===== src/rtl/konnect_slave_n.sv =====
// Konnect bus slave: host writes N_OUT bytes to k_out and reads back N_IN bytes of k_in.
// k_clk and start_in are asynchronous and are synchronised into the fpga_clk domain.

module konnect_sync_edge (
  input  logic fpga_clk,
  input  logic kreset,
  input  logic d_i,
  output logic lvl_o,
  output logic rise_o,
  output logic fall_o
);
  logic       s1_q, s2_q, prev_q;
  logic [2:0] vld_pipe;

  // Edges are suppressed until prev_q holds a real sample, so a pin that is
  // already high at reset release does not look like a rising edge.
  always_ff @(posedge fpga_clk or negedge kreset) begin
    if (!kreset) begin
      s1_q     <= 1'b0;
      s2_q     <= 1'b0;
      prev_q   <= 1'b0;
      vld_pipe <= '0;
    end else begin
      s1_q     <= d_i;
      s2_q     <= s1_q;
      prev_q   <= s2_q;
      vld_pipe <= {vld_pipe[1:0], 1'b1};
    end
  end

  assign lvl_o  = s2_q;
  assign rise_o = vld_pipe[2] &  s2_q & ~prev_q;
  assign fall_o = vld_pipe[2] & ~s2_q &  prev_q;
endmodule

module konnect_slave_n #(
  parameter logic [3:0] ADDR  = 4'hF,
  parameter int         N_OUT = 2,
  parameter int         N_IN  = 4
) (
  input  logic                               fpga_clk,
  input  logic                               kreset,
  input  logic                               k_clk,
  input  logic                               start_in,
  input  logic [7:0]                         kdata_in,
  input  logic [8*N_IN-1:0]                  k_in,
  output logic [7:0]                         kdata_out,
  output logic                               kdata_oe,
  output logic [8*N_OUT-1:0]                 k_out,
  output logic                               selected,
  output logic                               xfer_done,
  output logic [$clog2(N_OUT+N_IN+2)-1:0]    state_cnt
);
  localparam int CW = $clog2(N_OUT+N_IN+2);
  localparam logic [CW-1:0] CMAX = CW'(N_OUT+N_IN+1);

  // bit 1: start_in, bit 0: k_clk
  logic [1:0] pin, lvl, rise, fall;
  assign pin = {start_in, k_clk};

  konnect_sync_edge u_sync [1:0] (
    .fpga_clk (fpga_clk),
    .kreset   (kreset),
    .d_i      (pin),
    .lvl_o    (lvl),
    .rise_o   (rise),
    .fall_o   (fall)
  );

  logic                     st_rise, st_fall, kc_rise, kc_fall;
  assign st_rise = rise[1];
  assign st_fall = fall[1];
  assign kc_rise = rise[0];
  assign kc_fall = fall[0];

  logic [CW-1:0]            cnt_q, cnt_d;
  logic                     sel_q, sel_d;
  logic [7:0]               kdo_q, kdo_d;
  logic [N_OUT-1:0][7:0]    shadow_q, shadow_d, kout_q, kout_d;
  logic [N_IN-1:0][7:0]     snap_q, snap_d;
  logic                     pend_q, pend_d, xdone_q, xdone_d, oe_q, oe_d;

  always_ff @(posedge fpga_clk or negedge kreset) begin
    if (!kreset) begin
      cnt_q    <= '0;
      sel_q    <= 1'b0;
      kdo_q    <= '0;
      shadow_q <= '0;
      kout_q   <= '0;
      snap_q   <= '0;
      pend_q   <= 1'b0;
      xdone_q  <= 1'b0;
      oe_q     <= 1'b0;
    end else begin
      cnt_q    <= cnt_d;
      sel_q    <= sel_d;
      kdo_q    <= kdo_d;
      shadow_q <= shadow_d;
      kout_q   <= kout_d;
      snap_q   <= snap_d;
      pend_q   <= pend_d;
      xdone_q  <= xdone_d;
      oe_q     <= oe_d;
    end
  end

  always_comb begin
    cnt_d    = cnt_q;
    sel_d    = sel_q;
    kdo_d    = kdo_q;
    shadow_d = shadow_q;
    snap_d   = snap_q;
    kout_d   = kout_q;
    pend_d   = 1'b0;
    xdone_d  = 1'b0;
    // Whole-word commit one cycle after the last write byte lands in shadow.
    if (pend_q) begin
      kout_d  = shadow_q;
      xdone_d = 1'b1;
    end
    if (st_rise) begin
      cnt_d    = '0;
      sel_d    = 1'b0;
      kdo_d    = '0;
      shadow_d = '0;
    end else if (st_fall) begin
      sel_d  = (kdata_in[3:0] == ADDR);
      snap_d = k_in;
    end else if (kc_rise) begin
      if (sel_q && cnt_q != CMAX) cnt_d = cnt_q + CW'(1);
    end else if (kc_fall && sel_q) begin
      kdo_d = '0;
      for (int i = 0; i < N_OUT; i++)
        if (cnt_q == CW'(i+1)) shadow_d[i] = kdata_in;
      if (cnt_q == CW'(N_OUT)) pend_d = 1'b1;
      // Count N_OUT both stores the last write byte and stages read byte 0.
      for (int j = 0; j < N_IN; j++)
        if (cnt_q == CW'(N_OUT+j)) kdo_d = snap_q[j];
    end
  end

  assign oe_d = lvl[0] & sel_q & ~lvl[1] &
                (cnt_q >= CW'(N_OUT+1)) & (cnt_q <= CW'(N_OUT+N_IN));

  assign kdata_out = kdo_q;
  assign kdata_oe  = oe_q;
  assign k_out     = kout_q;
  assign selected  = sel_q;
  assign xfer_done = xdone_q;
  assign state_cnt = cnt_q;
endmodule

===== config.mk =====
export PLATFORM = sky130hd
export DESIGN_NAME = konnect_slave_n
export DESIGN_NICKNAME = d
export VERILOG_FILES = /design/src/rtl/konnect_slave_n.sv
export SDC_FILE = /design/constraint.sdc
export NUM_CORES = 1
export LEC_CHECK = 0
export CAP_MARGIN = 40
export CORE_MARGIN = 8
export CORE_UTILIZATION = 46
export CTS_BUF_LIST = sky130_fd_sc_hd__clkbuf_16
export DETAILED_ROUTE_END_ITERATION = 8
export HOLD_SLACK_MARGIN = 0.03
export PLACE_DENSITY = 0.72
export SYNTH_ARGS = -nofsm -noshare
export SYNTH_HDL_FRONTEND = slang
export SYNTH_SLANG_ARGS = --single-unit

===== constraint.sdc =====
create_clock -name fpga_clk -period 1.7 [get_ports fpga_clk]
set_input_delay 0.255 -clock fpga_clk [delete_from_list [all_inputs] [get_ports fpga_clk]]
set_output_delay 0.255 -clock fpga_clk [all_outputs]
set_load 0.05 [all_outputs]

==> results.yml <==
finish:
  diodes: 0
  drive_gt1_share_pct: 38.3
  area_delta_synth_final_pct: 36.0
  nets: 413
logic_synthesis:
  syn_inst: 270
  yosysTopAreaCell: "dfrtp_1"
  synth-seq-cells: 88
  yosysWarnings: 0
  syn_avg_cell_area_um2: 13.5
  synth_most_common_cell: "dfrtp_1"
  synth_flop_cell: "dfrtp_1"
  mappedNetlistArea_um2: 3640
  synthArstFlopShare_pct: 100
  yosys-top-cells-area: "dfrtp_1 (60%), mux2_2 (15%), a22o_1 (6.2%), ha_1 (2.1%), nor2_1 (2.0%)"
  ys_seq_area_share_pct: 60.4
  synth_fp_nets: 320
  synth.top_cell.area_share_pct: 60.4
  synth_edf_count: 0
  synth.distinct_cells: 31
  synthTopCellsByCount: "dfrtp_1 (88), mux2_2 (49), a22o_1 (26)"
die:
  ios: 74
  core-area_um2: 7690
  initial_core_util_pct: 47.4
  die_x_um: 105
  die_h_um: 105
  num_rows: 32
  dieArea_um2: 11000
clock_tree:
  htree_num_levels: 3
  clkSinkCount: 88
  cts.path.max_buffers: 2
  clk_pin_slew_ns: 0.06
  clock_latency_ns: 0.33
  cts_tree: "yes"
  cts_root_buf: "clkbuf_16"
  numCtsBuffers: 9
routing:
  antenna_left: 0
  vias: 2512
  routed_wl_mm: 8.07
  vias_per_cell: 5.34
  wl_per_cell_um: 17.2
  post-route-drc-count: 0
  dr.pass1.iters: 4
  drt-initial-drc-count: 67
global_route:
  grt_max_degree: 45
  track_usage_pct: 14.9
  antenna_found_initial: 0
  overflow: 0
  grt_pass1_wl_mm: 13.4
  grt_pass1_vias: 2654
sta:
  fin_skew_ns: 0.00696
  max_freq_mhz: 593
  fin_crit_sh_pct: 99.2
  drv_slew: 0
  final-hold-violation-count: 0
  holdWs_ns: 0.349
  fin_crit_ns: 1.69
  setup_tns_ns: 0
  setup_violations: 0
  rsz0062_at_grt: "true"
power:
  powerDensity_nw_per_um2: 935
  p_int_mw: 3.54
  ir_drop_v: 0.000697
  clockPowerShare_pct: 38.7
  swShare_pct: 23.6
  p_comb_share_pct: 10.2
  power_frac_seq_pct: 51.0
  p_sw_mw: 1.09
  leakagePower_nw: 2.30
  power_mw: 4.63
critical_path:
  end_kind: "flip-flop"
  worst_setup_path_start_kind: "flip-flop"
  arrival_ns: 1.90
  required_ns: 1.91
  crit_type: "flip-flop to flip-flop"
  critPathMaxFanout: 5
min_path:
  hold_path_class: "flip-flop to flip-flop"
run:
  cap_violations: 0
outcome:
  status: "finished, final reports clean"
placement:
  place_hpwl_mm: 5.84
  port-buffer-count: 73
  gp_congestion: 0.785
==> sequential cells by signal (all words and copies together) (netlist names), 3 cells and up <==
register / count
state_cnt: 3
kdata_out: 8
shadow_q: 16
u_sync.vld_pipe: 3
k_out: 16
snap_q: 32
==> power by group through the flow <==
stage | Combinational [mW] | Sequential, mW | Clock [mW]
3_3_place_gp | 0.455 | 2.39 | 0
2_1_floorplan | 0.233 | 2.38 | 0
6_report | 0.474 | 2.36 | 1.80
3_5_place_dp | 0.466 | 2.40 | 0
5_1_grt | 0.518 | 2.38 | 1.93
4_1_cts | 0.472 | 2.36 | 1.85
==> placed cells by master (no fill, tap or decap), drive strengths merged <==
master,count
dfrtp,88
buf,52
mux2,49
clkdlybuf4s50,42
a22o,26
nor2,21
o21ai,10
clkbuf,9
a22oi,8
a21oi,8
a2bb2oi,8
inv,7
nand2,6
ha,6
nor3,4
nor2b,4
clkinvlp,3
nor4,2
nand2b,2
clkinv,2
a211oi,1
nand4b,1
and2b,1
or3,1
and2,1
or2b,1
and4,1
a32oi,1
nand3b,1
dlygate4sd3,1
conb,1
==> per-layer routing <==
layer | global-route usage (%) | share of wire [%] | wire length, um
met5 | 0 | 0 | 0
met4 | 7.54 | 2.2 | 175
met3 | 3.07 | 3.9 | 315
met2 | 22.9 | 48 | 3880
met1 | 19.7 | 46 | 3710
==> through the flow <==
stage          cells  util, %  instance area, um2  setup slack, ns
2_1_floorplan    270        -                3700          -0.0938
3_3_place_gp     451     59.7                4590          -0.0130
3_5_place_dp     451     59.7                4590           -0.158
4_1_cts          469     63.7                4900          0.00503
5_1_grt          470     64.5                4960          -0.0435
6_report         470     64.5                4960           0.0136
==> layout make-up <==
class,count,area (um2)
tap,102,128
inverter,5,18.8
sequential,88,2210
multi-input combinational,164,1460
clock inverter,7,53.8
fill,636,2730
clock buffer,9,225
timing repair buffer,95,862
==> path summary, 6_finish.rpt <==
kind	from	end	slack, ns	cells past startpoint
setup / recovery	state_cnt[1]	state_cnt[0]	0.01	6
hold / removal	u_sync[0].vld_pipe[1]	u_sync[0].vld_pipe[2]	0.35	0
setup reg to reg	state_cnt[1]	state_cnt[0]	0.01	6
hold reg to reg	u_sync[0].vld_pipe[1]	u_sync[0].vld_pipe[2]	0.35	0
max in group asynchronous	kreset	snap_q[8]	0.74	3
min in group asynchronous	kreset	shadow_q[1]	0.36	2
==> critical path: stages (launching register included) <==
cell	delay (ns)
dfrtp_2	0.45
ha_4	0.19
ha_4	0.14
or2b_1	0.25
nor4_4	0.18
nor2_2	0.09
mux2_4	0.27
==> cells by family after synthesis <==
group | count (synthesis) | share of synthesized area [%]
simple gates | 46 | 7.28
compound gates | 62 | 12.7
other cells | 1 | 0.103
flops | 88 | 60.4
mux | 49 | 15.1
buf+inv | 18 | 2.27
fa+ha+maj | 6 | 2.06
==> timing repair <==
item                       4_1_cts  5_1_grt
hold buffers                     1        0
buffers inserted                 1        1
hold endpoints to repair        20        0
gates resized for setup          4       10
gates cloned                     0        0
pin swaps                        0        2
setup endpoints to repair        9       19
No activity file was read; power rests on OpenSTA's default activity.
